`src/rtl/lfsr_dither_gen.sv`:
```
// lfsr_dither_gen: Fibonacci LFSR dither source with seed load, zero-seed guard and period marker.
// Define LFSR_TPDF_EN to add a second LFSR and the triangular (TPDF) summing path.
module lfsr_dither_gen #(
  parameter int WIDTH = 20,
  parameter logic [WIDTH-1:0] TAPS = 20'h90000,
  parameter int OUT_WIDTH = 20,
  parameter logic [WIDTH-1:0] SEED = 20'h00001
) (
  input  logic                 clock,
  input  logic                 reset,
  input  logic                 enable,
  input  logic                 seed_load,
  input  logic [WIDTH-1:0]     seed_i,
  input  logic                 mode_i,
  output logic [OUT_WIDTH-1:0] lfsr_o,
  output logic                 valid_o,
  output logic                 period_o,
  output logic                 lockup_o
);
  function automatic logic [WIDTH-1:0] step(input logic [WIDTH-1:0] s);
    return {s[WIDTH-2:0], ^(s & TAPS)};
  endfunction
  logic [WIDTH-1:0] state_a, ref_seed, next_a, load_a;
  logic [OUT_WIDTH-1:0] slice_a, sample;
  logic go, bad_seed;
  assign go = enable & ~seed_load;
  assign next_a = step(state_a);
  assign slice_a = next_a[WIDTH-1 -: OUT_WIDTH];
  assign load_a = (seed_i == '0) ? SEED : seed_i;
`ifdef LFSR_TPDF_EN
  logic [WIDTH-1:0] state_b, next_b, load_b;
  logic [OUT_WIDTH-1:0] slice_b;
  logic signed [OUT_WIDTH:0] sum;
  assign next_b = step(state_b);
  assign slice_b = next_b[WIDTH-1 -: OUT_WIDTH];
  assign sum = $signed({slice_a[OUT_WIDTH-1], slice_a}) + $signed({slice_b[OUT_WIDTH-1], slice_b});
  assign sample = mode_i ? OUT_WIDTH'(sum >>> 1) : slice_a;
  // an all-ones seed would leave state_b at zero, so it is rejected the same way
  assign load_b = (&seed_i) ? ~SEED : ~seed_i;
  assign bad_seed = (seed_i == '0) || (&seed_i);
  always_ff @(posedge clock or negedge reset)
    if (!reset) state_b <= ~SEED;
    else if (seed_load) state_b <= load_b;
    else if (enable) state_b <= next_b;
`else
  logic unused;
  assign unused = mode_i;
  assign sample = slice_a;
  assign bad_seed = seed_i == '0;
`endif
  always_ff @(posedge clock or negedge reset)
    if (!reset) begin
      state_a <= SEED;
      ref_seed <= SEED;
      lfsr_o <= '0;
      valid_o <= 1'b0;
      period_o <= 1'b0;
      lockup_o <= 1'b0;
    end else begin
      valid_o <= go;
      period_o <= go && (next_a == ref_seed);
      if (seed_load) begin
        state_a <= load_a;
        ref_seed <= load_a;
        lockup_o <= bad_seed;
      end else if (enable) begin
        state_a <= next_a;
        lfsr_o <= sample;
      end
    end
endmodule

```
`config.mk`:
```
export PLATFORM = sky130hd
export DESIGN_NAME = lfsr_dither_gen
export DESIGN_NICKNAME = d
export VERILOG_FILES = /design/src/rtl/lfsr_dither_gen.sv
export SDC_FILE = /design/constraint.sdc
export NUM_CORES = 1
export LEC_CHECK = 0
export BUFFER_PORTS_ARGS = -buffer_cell sky130_fd_sc_hd__buf_2
export CAP_MARGIN = 5
export CORE_UTILIZATION = 60
export CTS_BUF_LIST = sky130_fd_sc_hd__clkbuf_8
export DETAILED_ROUTE_END_ITERATION = 10
export GPL_TIMING_DRIVEN = 0
export PLACE_DENSITY = 0.94
export SYNTH_ARGS = -nofsm -noshare
export SYNTH_HDL_FRONTEND = slang
export SYNTH_SLANG_ARGS = --single-unit
```
`constraint.sdc`:
```
create_clock -name clock -period 2 [get_ports clock]
set_clock_uncertainty 0.1 [all_clocks]
set_input_delay 0 -clock clock [delete_from_list [all_inputs] [get_ports clock]]
set_output_delay 0 -clock clock [all_outputs]
set_load 0.01 [all_outputs]
```
==> out/qor.txt <==
Num CTS Buffers -> 9
Post-synthesis xor/xnor area fraction -> 6.75%
Unrepaired setup endpoints after global routing -> no
Die extent in y -> 69.4 µm
Final-report hold violation count -> 0
Largest family of logic cells by synthesized area -> multiplexers
Worst-Margin Slew -> 512 ps
Syn_nets -> 259
# setup viols final -> 0
Crit end category -> flip-flop
Hold Crit Class -> input pin to asynchronous set/reset pin
Asr flop ratio synth -> 100%
Antenna diodes -> 0
Clk buf depth -> 2
Internal Dissipation -> 2.21 mW
Top-level I/O count -> 48
Reg power frac -> 50.6%
Clk sink count -> 63
# DRC -> 0
Total number of vias -> 2,146
Grt peak-use layer -> met2
Fin Setup TNS -> 0 ps
Final period utilization -> 86.0%
Static leakage -> 1.68 nW
Adder-Cell Fraction of Synth Area -> 0%
Drt pass-1 iters -> 5
Global-route wire length before repair -> 10.8 mm
Pin count of the biggest net entering global routing -> 43
Place WS -> 490 ps
Total power draw -> 3.08 mW
Most frequent cells after synthesis -> dfrtp_1 (61), o21ai_0 (37), mux2_2 (21), nand2_1 (21), inv_1 (20)
Cell area after layout -> 0.00342 mm²
Final nets -> 336
Mux contribution to synthesized area -> 15.7%
Layout filler cell count -> 254
Most common cell in the netlist -> dfrtp_1
CTS-repair resized insts -> 0
Vias per Instance -> 5.83
Distinct cells, synth -> 23
Hold slack -> 53.6 ps
Placed cell area -> 0.00303 mm²
Reg2reg setup slack -> 390 ps
Worst skew pair latency -> 350 ps
Synth warnings -> 0
Final non-filler cell total -> 368
Number of flops mapped to enable cells by yosys -> 0
Yosys top cell area share -> 56.0%
WL final -> 6.58 mm
Mapped Cells -> 234
Mapped Area -> 0.00273 mm²
Number of synthesized register bits -> 63
Setup slack after layout -> 280 ps
Die width -> 69.4 µm
Post-DRT Antenna Nets -> 0
Dpl hpwl -> 4.13 mm
Pwr dens -> 902 mW/mm²
Compound-gate portion of the synthesized area -> 7.76%
Post-Synth Simple-Gate Area -> 7.16%
Grt met3 use -> 6.98%
Dominant synthesized flop cell -> dfrtp_1
Fmax -> 581 MHz
Period minus WS final -> 1720 ps
Outcome -> finished clean
WP data arrival -> 1890 ps
Core area -> 0.00435 mm²
Starting DRT DRC Count -> 272
CP peak stage delay -> 550 ps
Fin util -> 78.5%
Element type at the critical path start -> input pin
GP Congestion -> 0.857
Final Max Slew Viols -> 0
Area Growth Syn to Fin -> 25.3%
Rows -> 24
IO buf count -> 44
Setup CP Type -> input pin to flip-flop
Aggregate global routing overflow -> 0
Initial antenna violation count -> 0
Met2 Use GR -> 48.4%
Cell taking the most area after synthesis -> dfrtp_1
Logic pwr share -> 17.7%
Die ar. -> 0.00482 mm²
Switching share of total power -> 28.3%
Starting Density -> 62.6%
Syn_area_per_cell -> 11.7 µm²
Avg WL per Cell -> 17.9 µm
Part of the power in the clock network -> 31.6%
CTS Root Cell -> clkbuf_8
Req. time, crit path -> 2170 ps
Peak VDD IR -> 0.000504 V
Placed cell count -> 331
Number of max-cap violations -> 0
Vias in the first global route -> 2,146
Net Switching -> 0.873 mW
Area contributors post-synth -> dfrtp_1 (56%), mux2_2 (8.7%), o21ai_0 (6.8%), mux2i_1 (6.6%), xor2_1 (4.8%)
Slew margin rel. -> 65.8%
Met1 Use GR -> 38.2%
Crit-path max FO -> 3
CTS clk-pin slew, worst paths -> 70 ps
TritonCTS clock tree -> built
Slowest CP cell -> or4_4
CP Cell Sequence -> dlygate4sd3_1 -> buf_2 -> nor4_1 -> nand4_1 -> or4_4 -> o211ai_2
FF-to-FF path depth -> 4
Post-synthesis sequential area ratio -> 57.9%
H-tree levels -> 3
Total GRT Usage -> 30.2%
Share of cells above drive strength 1 -> 29.1%
==> power by group through the flow <==
stage          clock network, mW  logic (mW)  registers (mW)
3_5_place_dp                   0       0.502            1.58
2_1_floorplan                  0       0.261            1.59
4_1_cts                    0.985       0.536            1.55
5_1_grt                     1.05       0.595            1.58
3_3_place_gp                   0       0.477            1.57
6_report                   0.974       0.546            1.56
==> registers in the layout, summed over array words and instances, names as in the netlist <==
name,count
lfsr_o,20
lockup_o,1
period_o,1
ref_seed,20
state_a,20
valid_o,1
==> critical path, delay by kind of cell <==
| kind | cells | cell delay [ps] |
|---|---|---|
| simple gates | 3 | 1150 |
| compound gates | 1 | 80 |
| buf+inv | 2 | 660 |
==> area by class of cell <==
cell class                 instances  area, µm²  area share (%)
sequential                        63       1580            46.2
multi-input combinational        139       1020            29.8
timing repair buffer              66        450            13.2
clock buffer                      11        151            4.43
inverter                          20       75.1            2.20
tap                               52       65.1            1.90
buffer                            12       53.8            1.57
clock inverter                     5       23.8           0.696
==> cell families after synthesis <==
| logic type | Yosys count |
|---|---|
| mux | 40 |
| simple gates | 38 |
| flops | 63 |
| compound gates | 40 |
| xor+xnor | 21 |
| buf+inv | 32 |
==> per-layer routing <==
metal	part of all wire [%]	vias to the layer above
li1	-	949
met1	38	1045
met2	49	123
met3	8.1	29
met4	4.3	0
met5	0	-
==> timing repair <==
action                    in CTS  in global routing
hold buffers                  21                  0
setup buffers                  0                  0
hold endpoints to repair     103                  0
==> path summary, 6_finish.rpt <==
check / startpoint / end
max: seed_i[7] / state_a[0]$_DFFE_PN1P_
min: reset / lfsr_o[14]$_DFFE_PN0P_
min reg2reg: lfsr_o[0]$_DFFE_PN0P_ / lfsr_o[0]$_DFFE_PN0P_
max reg2reg: state_a[16]$_DFFE_PN0P_ / period_o$_DFF_PN0_
max in group asynchronous: reset / ref_seed[0]$_DFFE_PN1P_
min in group clock: enable / state_a[13]$_DFFE_PN0P_
==> cells in the final DEF, fill, tap and decap left out, types with 2 or more instances in the layout <==
master          n
buf_2          48
clkbuf_1        7
clkbuf_8       11
clkinv_2        4
dfrtp_1        61
dfstp_2         2
dlygate4sd3_1  21
inv_1          21
mux2_2         21
mux2i_1        18
nand2_1        21
nand2b_1        2
nand4_1         3
nor3_1          2
nor4_1          7
o21ai_0        37
xnor2_1         6
xor2_1         15
Note: power is estimated with default switching activity, not from simulation.
